--- src/rtl/ht_task_arbiter_pkg.sv ---
// Shared hash-table command/result types plus the round-robin grant helper
// used by the task arbiter.
package ht_task_arbiter_pkg;

  typedef enum logic [1:0] {
    HT_CMD_SEARCH = 2'd0,
    HT_CMD_INSERT = 2'd1,
    HT_CMD_DELETE = 2'd2,
    HT_CMD_NOP    = 2'd3
  } ht_cmd_t;

  typedef enum logic [2:0] {
    HT_RES_FOUND      = 3'd0,
    HT_RES_NOT_FOUND  = 3'd1,
    HT_RES_INSERTED   = 3'd2,
    HT_RES_TABLE_FULL = 3'd3,
    HT_RES_DELETED    = 3'd4,
    HT_RES_ERROR      = 3'd5
  } ht_rescode_t;

  localparam int unsigned RR_MAX_REQ = 8;

  typedef struct packed {
    logic       hit;
    logic [2:0] idx;
  } rr_grant_t;

  // First valid requester at or after ptr, wrapping within num_req.
  function automatic rr_grant_t rr_next_grant(input logic [RR_MAX_REQ-1:0] valid,
                                              input logic [2:0]            ptr,
                                              input int unsigned           num_req);
    rr_grant_t   g;
    int unsigned idx;
    g = '0;
    for (int unsigned k = 0; k < RR_MAX_REQ; k++) begin
      idx = (32'(ptr) + k) % num_req;
      if ((k < num_req) && !g.hit && valid[idx]) begin
        g.hit = 1'b1;
        g.idx = 3'(idx);
      end
    end
    return g;
  endfunction

endpackage

--- src/rtl/ht_task_arbiter_tag.sv ---
// In-order tag FIFO recording which requester owns each outstanding task.
module ht_tag_fifo
  import ht_task_arbiter_pkg::*;
#(
  parameter int unsigned TAG_W = 2,
  parameter int unsigned DEPTH = 8
) (
  input  logic                     clk_i,
  input  logic                     rst_i,
  input  logic                     push_i,
  input  logic [TAG_W-1:0]         push_tag_i,
  input  logic                     pop_i,
  output logic [TAG_W-1:0]         head_tag_o,
  output logic                     full_o,
  output logic                     empty_o,
  output logic [$clog2(DEPTH):0]   count_o
);

  localparam int unsigned PTR_W = $clog2(DEPTH);
  localparam int unsigned CNT_W = PTR_W + 1;

  logic [TAG_W-1:0] mem_q [DEPTH];
  logic [PTR_W-1:0] wr_q, wr_d, rd_q, rd_d;
  logic [CNT_W-1:0] cnt_q, cnt_d;

  always_comb begin
    wr_d  = wr_q;
    rd_d  = rd_q;
    cnt_d = cnt_q;
    if (push_i) wr_d = wr_q + PTR_W'(1);
    if (pop_i)  rd_d = rd_q + PTR_W'(1);
    case ({push_i, pop_i})
      2'b10:   cnt_d = cnt_q + CNT_W'(1);
      2'b01:   cnt_d = cnt_q - CNT_W'(1);
      default: cnt_d = cnt_q;
    endcase
  end

  always_ff @(posedge clk_i or posedge rst_i) begin
    if (rst_i) begin
      wr_q  <= '0;
      rd_q  <= '0;
      cnt_q <= '0;
    end else begin
      wr_q  <= wr_d;
      rd_q  <= rd_d;
      cnt_q <= cnt_d;
    end
  end

  always_ff @(posedge clk_i) begin
    if (push_i) mem_q[wr_q] <= push_tag_i;
  end

  assign head_tag_o = mem_q[rd_q];
  assign full_o     = (cnt_q == CNT_W'(DEPTH));
  assign empty_o    = (cnt_q == '0);
  assign count_o    = cnt_q;

endmodule

--- src/rtl/ht_task_arbiter.sv ---
// Round-robin sharing of one hash_table_top task port among NUM_REQ clients,
// with in-order routing of results back to the issuing client.
module ht_task_arbiter
  import ht_task_arbiter_pkg::*;
#(
  parameter int unsigned NUM_REQ      = 4,
  parameter int unsigned KEY_WIDTH    = 32,
  parameter int unsigned VALUE_WIDTH  = 16,
  parameter int unsigned MAX_INFLIGHT = 8
) (
  input  logic                             clk_i,
  input  logic                             rst_i,
  input  logic [NUM_REQ-1:0]               req_valid_i,
  output logic [NUM_REQ-1:0]               req_ready_o,
  input  logic [NUM_REQ*KEY_WIDTH-1:0]     req_key_i,
  input  logic [NUM_REQ*VALUE_WIDTH-1:0]   req_value_i,
  input  ht_cmd_t [NUM_REQ-1:0]            req_cmd_i,
  output logic                             ht_task_valid_o,
  input  logic                             ht_task_ready_i,
  output logic [KEY_WIDTH-1:0]             ht_task_key_o,
  output logic [VALUE_WIDTH-1:0]           ht_task_value_o,
  output ht_cmd_t                          ht_task_cmd_o,
  input  logic                             ht_res_valid_i,
  output logic                             ht_res_ready_o,
  input  logic [KEY_WIDTH-1:0]             ht_res_key_i,
  input  logic [VALUE_WIDTH-1:0]           ht_res_value_i,
  input  ht_cmd_t                          ht_res_cmd_i,
  input  ht_rescode_t                      ht_res_rescode_i,
  output logic [NUM_REQ-1:0]               res_valid_o,
  input  logic [NUM_REQ-1:0]               res_ready_i,
  output logic [KEY_WIDTH-1:0]             res_key_o,
  output logic [VALUE_WIDTH-1:0]           res_value_o,
  output ht_cmd_t                          res_cmd_o,
  output ht_rescode_t                      res_rescode_o,
  output logic [$clog2(MAX_INFLIGHT):0]    inflight_o,
  output logic                             orphan_res_o
);

  localparam int unsigned TAG_W = $clog2(NUM_REQ);

  logic [TAG_W-1:0]       ptr_q, ptr_d;
  logic                   task_valid_q, task_valid_d;
  logic [KEY_WIDTH-1:0]   key_q, key_d;
  logic [VALUE_WIDTH-1:0] value_q, value_d;
  ht_cmd_t                cmd_q, cmd_d;
  logic                   orphan_q;

  logic [RR_MAX_REQ-1:0]  valid_ext;
  rr_grant_t              grant;
  logic [TAG_W-1:0]       gidx;
  logic                   stage_free, accept;

  logic [TAG_W-1:0]       head_tag;
  logic                   fifo_full, fifo_empty, pop;

  always_comb begin
    valid_ext                = '0;
    valid_ext[NUM_REQ-1:0]   = req_valid_i;
    grant                    = rr_next_grant(valid_ext, 3'(ptr_q), NUM_REQ);
  end

  assign gidx       = TAG_W'(grant.idx);
  assign stage_free = !task_valid_q || ht_task_ready_i;
  // Full is the registered count, so a same-cycle pop never frees a slot early.
  assign accept     = stage_free && !fifo_full && grant.hit && !rst_i;

  always_comb begin
    req_ready_o  = '0;
    task_valid_d = task_valid_q;
    key_d        = key_q;
    value_d      = value_q;
    cmd_d        = cmd_q;
    ptr_d        = ptr_q;
    if (accept) begin
      req_ready_o[gidx] = 1'b1;
      task_valid_d      = 1'b1;
      key_d             = req_key_i[gidx*KEY_WIDTH +: KEY_WIDTH];
      value_d           = req_value_i[gidx*VALUE_WIDTH +: VALUE_WIDTH];
      cmd_d             = req_cmd_i[gidx];
      ptr_d             = (gidx == TAG_W'(NUM_REQ - 1)) ? '0 : gidx + TAG_W'(1);
    end else if (ht_task_ready_i) begin
      task_valid_d = 1'b0;
    end
  end

  always_ff @(posedge clk_i or posedge rst_i) begin
    if (rst_i) begin
      ptr_q        <= '0;
      task_valid_q <= 1'b0;
      key_q        <= '0;
      value_q      <= '0;
      cmd_q        <= HT_CMD_SEARCH;
      orphan_q     <= 1'b0;
    end else begin
      ptr_q        <= ptr_d;
      task_valid_q <= task_valid_d;
      key_q        <= key_d;
      value_q      <= value_d;
      cmd_q        <= cmd_d;
      orphan_q     <= ht_res_valid_i && fifo_empty;
    end
  end

  // With no owner on record the result is swallowed and flagged as an orphan.
  always_comb begin
    res_valid_o    = '0;
    ht_res_ready_o = 1'b1;
    pop            = 1'b0;
    if (!fifo_empty) begin
      ht_res_ready_o = res_ready_i[head_tag];
      if (ht_res_valid_i) res_valid_o[head_tag] = 1'b1;
      pop = ht_res_valid_i && res_ready_i[head_tag];
    end
  end

  ht_tag_fifo #(
    .TAG_W (TAG_W),
    .DEPTH (MAX_INFLIGHT)
  ) u_tag_fifo (
    .clk_i      (clk_i),
    .rst_i      (rst_i),
    .push_i     (accept),
    .push_tag_i (gidx),
    .pop_i      (pop),
    .head_tag_o (head_tag),
    .full_o     (fifo_full),
    .empty_o    (fifo_empty),
    .count_o    (inflight_o)
  );

  assign ht_task_valid_o = task_valid_q;
  assign ht_task_key_o   = key_q;
  assign ht_task_value_o = value_q;
  assign ht_task_cmd_o   = cmd_q;
  assign res_key_o       = ht_res_key_i;
  assign res_value_o     = ht_res_value_i;
  assign res_cmd_o       = ht_res_cmd_i;
  assign res_rescode_o   = ht_res_rescode_i;
  assign orphan_res_o    = orphan_q;

endmodule

--- config.mk ---
export PLATFORM = sky130hd
export DESIGN_NAME = ht_task_arbiter
export DESIGN_NICKNAME = d
export VERILOG_FILES = /design/src/rtl/ht_task_arbiter_pkg.sv /design/src/rtl/ht_task_arbiter_tag.sv /design/src/rtl/ht_task_arbiter.sv
export SDC_FILE = /design/constraint.sdc
export NUM_CORES = 1
export LEC_CHECK = 0
export ABC_AREA = 1
export CAP_MARGIN = 20
export CORE_AREA = 4 4 148 150
export CTS_BUF_LIST = sky130_fd_sc_hd__clkbuf_2 sky130_fd_sc_hd__clkbuf_4 sky130_fd_sc_hd__clkbuf_8
export CTS_CLUSTER_SIZE = 24
export DETAILED_ROUTE_END_ITERATION = 10
export DIE_AREA = 0 0 152 154
export HOLD_SLACK_MARGIN = 0.1
export PLACE_DENSITY = 0.7
export SLEW_MARGIN = 20
export SYNTH_ARGS = -nofsm -noshare
export SYNTH_HDL_FRONTEND = slang
export SYNTH_SLANG_ARGS = --single-unit
--- constraint.sdc ---
create_clock -name clk_i -period 3.2 [get_ports clk_i]
set_clock_uncertainty 0.15 [all_clocks]
set_input_delay 0.32 -clock clk_i [delete_from_list [all_inputs] [get_ports clk_i]]
set_output_delay 0.32 -clock clk_i [all_outputs]
set_load 0.01 [all_outputs]
==> results.sh, run 1 <==
export IMPL_outcome="finished, final reports clean"
export IMPL_maximum_number_of_pins_on_one_net_before_global_route_repair=101
export IMPL_final_seq_area_um2=2080
export IMPL_synthAdderAreaFrac=0.0168
export IMPL_synth_ff_type="sky130_fd_sc_hd__dfrtp_1"
export IMPL_cts_inserted_buffers=9
export IMPL_placementRows=53
export IMPL_p_total_mw=9.71
export IMPL_core_region_area_um2=20700
export IMPL_worst_r2r_cell_count=19
export IMPL_wl_per_cell_um=13.7
export IMPL_worst_setup_path_start_kind="flop"
export IMPL_share_of_the_synthesized_netlist_area_taken_by_xor_and_xnor_gates=0.00655
export IMPL_relSlewSlack=0.259
export IMPL_leak_nw=5.15
export IMPL_synth_top_family_by_area="simple AND/OR/NAND/NOR gates"
export IMPL_post_synthesis_instance_area_um2=6690
export IMPL_final_area_um2=9450
export IMPL_top_usage_layer="met2"
export IMPL_clk_transition_reported_paths_ns=0.09
export IMPL_synth_warning_count=0
export IMPL_global_route_usage_met2=0.302
export IMPL_report_final_slew_viol_count=0
export IMPL_period_share=0.947
export IMPL_power_density_nw_per_um2=1030
export IMPL_count_of_flip_flops_with_a_built_in_enable_after_synthesis=16
export IMPL_rsz_0062_raised_after_global_routing="no"
export IMPL_worst_pin_slew_ns=1.11
export IMPL_fp_dieH_um=154
export IMPL_die_width_um=152
export IMPL_ys_types=31
export IMPL_insertion_delay_ns=0.37
export IMPL_fmax_mhz=330
export IMPL_critPathMaxFanout=11
export IMPL_final_common_cell="sky130_fd_sc_hd__nand2_1"
export IMPL_critical_path_reg2reg_startpoint="u_tag_fifo.rd_q[0]$_DFFE_PP0P_"
export IMPL_clock_tree_buffer_depth=2
export IMPL_hold_viol_final=0
export IMPL_grt_pass1_vias=6691
export IMPL_die_area_um2=23400
export IMPL_crit_reg2reg_capture="u_tag_fifo.count_o[2]$_DFFE_PP0P_"
export IMPL_dr_first_iter_drc_count=293
export IMPL_worst_ep_required_time_ns=2.73
export IMPL_yosys_area_share_simple=0.399
export IMPL_globalRouteMet3Util=0.0661
export IMPL_ctsHtreeMaxLevel=3
export IMPL_drtAntennaViolNets=0
export IMPL_crit_path_start="ptr_q[0]$_DFFE_PP0P_"
export IMPL_syn2layout_area_growth_pct=41.4
export IMPL_via_count=7001
export IMPL_initial_antenna_violation_count=1
export IMPL_cap_viol_max_count=0
export IMPL_netlist_instances=1087
export IMPL_first_pass_grt_wire_length_mm=34.4
export IMPL_io_pins=383
export IMPL_critPathKind="flop to output port"
export IMPL_final_setup_viol_count=0
export IMPL_final_hold_worst_slack_ns=0.243
export IMPL_dpl_instance_area_um2=9240
export IMPL_grt_ovfl_total=0
export IMPL_initial_utilization=0.323
export IMPL_filler_cells_inserted=2147
export IMPL_place_gp_congestion=0.880
export IMPL_tns_ns=0
export IMPL_post_route_cells_drive_above_1_share=0.0465
export IMPL_synth_seq_cells=80
export IMPL_detail_route_vias_per_cell=4.47
export IMPL_avgSynthCellArea_um2=6.15
export IMPL_num_nets_final=1559
export IMPL_hold_crit_path_type="input port to asynchronous set/reset pin"
export IMPL_setup_crit_end="req_ready_o[2]"
export IMPL_detailedPlace_worstSlack_ns=0.204
export IMPL_drt_pre_antenna_iters=5
export IMPL_async_reset_ff_frac=0.800
export IMPL_finalWirelength_mm=21.5
export IMPL_seq_area_frac_synth=0.311
export IMPL_synthMuxAreaShare=0
export IMPL_cts_hold_fix_buffers=0
export IMPL_worst_setup_path_end_kind="output port"
export IMPL_multi_input_gate_area_in_the_final_layout_um2=3010
export IMPL_cts_root_buffer="sky130_fd_sc_hd__clkbuf_8"
export IMPL_dp_hpwl_mm=15.9
export IMPL_cts_sink_count=80
export IMPL_tritoncts="built"
export IMPL_synthesis_nets=1361
export IMPL_peakVddDrop_v=0.000921
export IMPL_arrival_ns=2.56
export IMPL_timing_reg2reg_setup_slack_ns=0.27
export IMPL_final_min_clock_period_ns=3.03
export IMPL_drc=0
export IMPL_grt_met1_use=0.212
export IMPL_post_route_worst_setup_slack_ns=0.170
export IMPL_layout_cells_most_common_list="365 x sky130_fd_sc_hd__nand2_1, 273 x sky130_fd_sc_hd__clkdlybuf4s50_1, 227 x sky130_fd_sc_hd__inv_1"
export IMPL_port_buffers=276
export IMPL_compound_gate_fraction_of_synth_area=0.0223
export IMPL_groute_usage_overall=0.180
[sequential cells by signal (all words and copies together), names as in the netlist]
| register | flops |
|---|---|
| u_tag_fifo.count_o | 4 |
| ht_task_valid_o | 1 |
| ht_task_cmd_o | 2 |
| orphan_res_o | 1 |
| ht_task_value_o | 16 |
| u_tag_fifo.mem_q | 16 |
| u_tag_fifo.rd_q | 3 |
| u_tag_fifo.wr_q | 3 |
| ht_task_key_o | 32 |
| ptr_q | 2 |
[synthesized netlist by cell type, types with 2 or more instances]
cell type | n | area [um2]
sky130_fd_sc_hd__nor2_1 | 26 | 97.6
sky130_fd_sc_hd__nand3_2 | 2 | 20.0
sky130_fd_sc_hd__buf_6 | 12 | 135
sky130_fd_sc_hd__inv_2 | 3 | 11.3
sky130_fd_sc_hd__edfxtp_1 | 16 | 480
sky130_fd_sc_hd__xnor2_1 | 3 | 26.3
sky130_fd_sc_hd__nand3_1 | 208 | 1040
sky130_fd_sc_hd__buf_4 | 56 | 420
sky130_fd_sc_hd__a21oi_1 | 8 | 40.0
sky130_fd_sc_hd__buf_2 | 37 | 185
sky130_fd_sc_hd__nor3_1 | 5 | 25.0
sky130_fd_sc_hd__nand2_2 | 5 | 31.3
sky130_fd_sc_hd__nand2_1 | 369 | 1390
sky130_fd_sc_hd__or2_2 | 2 | 12.5
sky130_fd_sc_hd__o21ai_0 | 11 | 55.1
sky130_fd_sc_hd__xor2_1 | 2 | 17.5
sky130_fd_sc_hd__nand4_1 | 4 | 25.0
sky130_fd_sc_hd__dfrtp_1 | 64 | 1600
sky130_fd_sc_hd__ha_1 | 9 | 113
sky130_fd_sc_hd__inv_1 | 228 | 856
sky130_fd_sc_hd__clkbuf_1 | 5 | 18.8
sky130_fd_sc_hd__o211ai_1 | 3 | 22.5
[critical path, stage by stage, from the launching register on]
cell and delay (ns):
sky130_fd_sc_hd__dfrtp_2 0.45, sky130_fd_sc_hd__buf_4 0.17, sky130_fd_sc_hd__nand2_1 0.05, sky130_fd_sc_hd__nand2_1 0.10
sky130_fd_sc_hd__nand2_1 0.12, sky130_fd_sc_hd__nand2_2 0.07, sky130_fd_sc_hd__nor2_4 0.11, sky130_fd_sc_hd__nand2_1 0.07
sky130_fd_sc_hd__or2_1 0.24, sky130_fd_sc_hd__nand2_2 0.08, sky130_fd_sc_hd__buf_4 0.20, sky130_fd_sc_hd__nor2_1 0.05
sky130_fd_sc_hd__clkdlybuf4s50_1 0.48
[through the flow]
stage,utilization,std cells
2_1_floorplan,-,1087
3_3_place_gp,0.446,1547
3_5_place_dp,0.446,1547
4_1_cts,0.456,1565
5_1_grt,0.457,1566
6_report,0.457,1566
[metal layers]
metal / vias to the layer above / part of all wire
li1: 3613 / -
met1: 3087 / 0.41
met2: 273 / 0.47
met3: 28 / 0.094
met4: 0 / 0.023
met5: - / 0
[final cells by class]
| cell class | count | share of cell area |
|---|---|---|
| multi-input combinational | 665 | 0.318 |
| timing repair buffer | 297 | 0.312 |
| sequential | 80 | 0.221 |
| inverter | 232 | 0.0928 |
| tap | 275 | 0.0364 |
| clock buffer | 10 | 0.0146 |
| clock inverter | 6 | 0.00516 |
| antenna | 1 | 0.000265 |
[timing repair]
item                                    4_1_cts  5_1_grt
buffers inserted                              2        0
resized for setup                             2        6
endpoints found under the setup margin        2        3
pin swaps                                     0        0
[kinds of logic (layout without fill, tap and decap cells)]
logic type	after synthesis	count (layout)
compound gates	26	26
xor+xnor	5	5
fa+ha+maj	9	9
buf+inv	342	545
flops	80	80
other cells	0	1
simple gates	625	625
[where the power goes]
| group | leakage (nW) | switching, mW | internal (mW) | total [mW] |
|---|---|---|---|---|
| clock | 0.0976 | 0.429 | 0.313 | 0.742 |
| sequential | 0.931 | 0.292 | 1.57 | 1.86 |
| combinational | 4.12 | 4.33 | 2.77 | 7.10 |
| total | 5.15 | 5.05 | 4.65 | 9.71 |
[worst min path at each step]
stage	startpoint	end	slack (ns)	cells past startpoint
after CTS	rst_i	ht_task_key_o[5]$_DFFE_PP0P_	0.24	3
final	rst_i	ht_task_value_o[12]$_DFFE_PP0P_	0.24	3
after global placement	ht_task_key_o[14]$_DFFE_PP0P_	ht_task_key_o[14]$_DFFE_PP0P_	0.31	2
after floorplan	ht_task_ready_i	ht_task_valid_o$_DFFE_PP0P_	0.27	1
after global routing	rst_i	ht_task_value_o[12]$_DFFE_PP0P_	0.27	3
after detailed placement	ht_task_key_o[8]$_DFFE_PP0P_	ht_task_key_o[8]$_DFFE_PP0P_	0.31	2
(Power assumes the default switching activity.)
==> run 2, diff against run 1 <==
--- a/config.mk
+++ b/config.mk
@@ -7,13 +7,15 @@
 export LEC_CHECK = 0
 export ABC_AREA = 1
 export CAP_MARGIN = 20
-export CORE_AREA = 4 4 148 150
+export CELL_PAD_IN_SITES_DETAIL_PLACEMENT = 0
+export CELL_PAD_IN_SITES_GLOBAL_PLACEMENT = 1
+export CORE_MARGIN = 4
+export CORE_UTILIZATION = 26
 export CTS_BUF_LIST = sky130_fd_sc_hd__clkbuf_2 sky130_fd_sc_hd__clkbuf_4 sky130_fd_sc_hd__clkbuf_8
 export CTS_CLUSTER_SIZE = 24
 export DETAILED_ROUTE_END_ITERATION = 10
-export DIE_AREA = 0 0 152 154
 export HOLD_SLACK_MARGIN = 0.1
-export PLACE_DENSITY = 0.7
+export PLACE_DENSITY_LB_ADDON = 0.1
 export SLEW_MARGIN = 20
 export SYNTH_ARGS = -nofsm -noshare
 export SYNTH_HDL_FRONTEND = slang
==> run 2 against run 1 <==
  * Hold slack better by 0.027 ns
  * Global-route usage decreased by 1.6 points
  * Largest cell class unchanged
  * Critical path depth is the same
==> results.sh, run 2 (synthesized netlist as in run 1, its figures left out) <==
export IMPL_outcome="finished, final reports clean"
export IMPL_post_route_worst_setup_slack_ns=0.214
export IMPL_detail_route_vias_per_cell=4.29
export IMPL_groute_usage_overall=0.164
export IMPL_period_share=0.933
export IMPL_worst_setup_path_end_kind="output port"
export IMPL_clock_tree_buffer_depth=2
export IMPL_worst_pin_slew_ns=0.782
export IMPL_crit_path_cell_trace="buf_4, nand2_1, nand3_1, nand2_1, inv_1, nand3_1, nand2_4, nand2_4, ha_1, inv_1, nor2_1, clkdlybuf4s50_1"
export IMPL_dp_hpwl_mm=16.6
export IMPL_grt_pass1_vias=6864
export IMPL_layout_cells_most_common_list="366 x sky130_fd_sc_hd__nand2_1, 274 x sky130_fd_sc_hd__clkdlybuf4s50_1, 227 x sky130_fd_sc_hd__inv_1"
export IMPL_largest_incremental_delay_on_the_critical_path_ns=0.54
export IMPL_io_pins=383
export IMPL_initial_utilization=0.265
export IMPL_arrival_ns=2.52
export IMPL_drc=0
export IMPL_insertedDiodeCount=0
export IMPL_syn2layout_area_growth_pct=42.7
export IMPL_port_buffers=276
export IMPL_p_sw_frac=0.524
export IMPL_final_setup_viol_count=0
export IMPL_leak_nw=5.15
export IMPL_power_density_nw_per_um2=1030
export IMPL_num_nets_final=1561
export IMPL_final_min_clock_period_ns=2.99
export IMPL_dpl_instance_area_um2=9330
export IMPL_tns_ns=0
export IMPL_cts_inserted_buffers=9
export IMPL_critPathKind="flop to output port"
export IMPL_cts_root_buffer="sky130_fd_sc_hd__clkbuf_8"
export IMPL_peakVddDrop_v=0.00108
export IMPL_power_frac_comb=0.738
export IMPL_report_final_slew_viol_count=0
export IMPL_grt_ovfl_total=0
export IMPL_die_area_um2=28300
export IMPL_dr_first_iter_drc_count=234
export IMPL_fp_dieH_um=168
export IMPL_placementRows=58
export IMPL_worst_setup_path_start_kind="flop"
export IMPL_post_route_cells_drive_above_1_share=0.0480
export IMPL_cap_viol_max_count=0
export IMPL_first_pass_grt_wire_length_mm=37.4
export IMPL_drt_pre_antenna_iters=4
export IMPL_crit_path_start="ptr_q[0]$_DFFE_PP0P_"
export IMPL_fmax_mhz=335
export IMPL_drtAntennaViolNets=0
export IMPL_hold_viol_final=0
export IMPL_rsz_0062_raised_after_global_routing="no"
export IMPL_p_total_mw=9.84
export IMPL_critPathMaxFanout=5
export IMPL_initial_antenna_violation_count=0
export IMPL_largest_reg_flops=32
export IMPL_critical_path_reg2reg_startpoint="u_tag_fifo.rd_q[0]$_DFFE_PP0P_"
export IMPL_core_region_area_um2=25300
export IMPL_wl_per_cell_um=14.6
export IMPL_clock_power_frac=0.073
export IMPL_finalWirelength_mm=23.6
export IMPL_worst_ep_required_time_ns=2.73
export IMPL_p_int_mw=4.69
export IMPL_p_switching_mw=5.15
export IMPL_ctsHtreeMaxLevel=3
export IMPL_via_count=6961
export IMPL_final_area_um2=9540
export IMPL_relSlewSlack=0.479
export IMPL_insertion_delay_ns=0.37
export IMPL_tritoncts="built"
export IMPL_place_gp_congestion=0.798
export IMPL_cts_sink_count=80
export IMPL_seq_power_share=0.189
export IMPL_die_width_um=168
export IMPL_maximum_number_of_pins_on_one_net_before_global_route_repair=101
export IMPL_crit_path_top_delay_cell="sky130_fd_sc_hd__clkdlybuf4s50_1"
export IMPL_clk_transition_reported_paths_ns=0.09
export IMPL_final_common_cell="sky130_fd_sc_hd__nand2_1"
export IMPL_detailedPlace_worstSlack_ns=0.257
export IMPL_hold_crit_path_type="input port to asynchronous set/reset pin"
-- run 2: cell count changes in the layout (fill, tap and decap cells not counted), sizes merged --
cell           change
buf                +2
inv                -3
clkinv             -1
diode              -1
clkinvlp           +3
clkbuf             +1
dlygate4sd2        -1
clkdlybuf4s50      +1
-- run 2: path summary, 6_finish.rpt --
path / end / slack, ns / cells after the start
worst min register to register: ht_task_value_o[5]$_DFFE_PP0P_ / 0.33 / 2
min in group clk_i: ht_task_value_o[5]$_DFFE_PP0P_ / 0.33 / 2
worst max register to register: u_tag_fifo.count_o[2]$_DFFE_PP0P_ / 0.36 / 19
worst min-delay path: ht_task_value_o[8]$_DFFE_PP0P_ / 0.27 / 3
max in group asynchronous: ht_task_value_o[5]$_DFFE_PP0P_ / 1.68 / 4
worst max-delay path: req_ready_o[2] / 0.21 / 12
-- run 2: cell type report --
class	count	area, um2
multi-input cells	665	3010
clock buffers	11	145
well taps	330	413
fillers	2789	15700
repair buffers	299	2980
flip-flops and latches	80	2080
clock inverters	5	31.3
inverters	232	881
-- run 2: stage by stage --
stage / instances / hold slack [ns] / utilization
3_5_place_dp: 1603 / 0.314 / 0.369
5_1_grt: 1622 / 0.273 / 0.378
4_1_cts: 1622 / 0.274 / 0.377
2_1_floorplan: 1087 / 0.266 / -
3_3_place_gp: 1603 / 0.312 / 0.369
6_report: 1622 / 0.270 / 0.378
-- run 2: metal layers --
metal  vias up  track usage  part of all wire
li1       3608            -                 -
met1      3108        0.205              0.44
met2       206        0.269              0.46
met3        39       0.0585             0.083
met4         0       0.0413             0.017
met5         -            0                 0
-- run 2: critical path: cells and delay by family (launching register included) --
family / cells / cell delay [ns]
DFF: 1 / 0.45
adders and majority gates: 1 / 0.15
buffers and inverters: 4 / 0.83
and+or+nand+nor: 7 / 0.71
-- run 2: timing repair --
action                     CTS  global route
pin swaps                    0             0
setup endpoints to repair    4             5
resized for setup            1             6
hold buffers                 0             0
buffers inserted             3             0
-- run 2: power by group through the flow --
stage / logic, mW / clock network [mW] / registers [mW]
2_1_floorplan: 4.89 / 0 / 1.99
3_3_place_gp: 7.42 / 0 / 1.89
3_5_place_dp: 7.42 / 0 / 1.89
4_1_cts: 7.50 / 0.761 / 1.86
5_1_grt: 8.29 / 0.802 / 1.93
6_report: 7.26 / 0.720 / 1.86
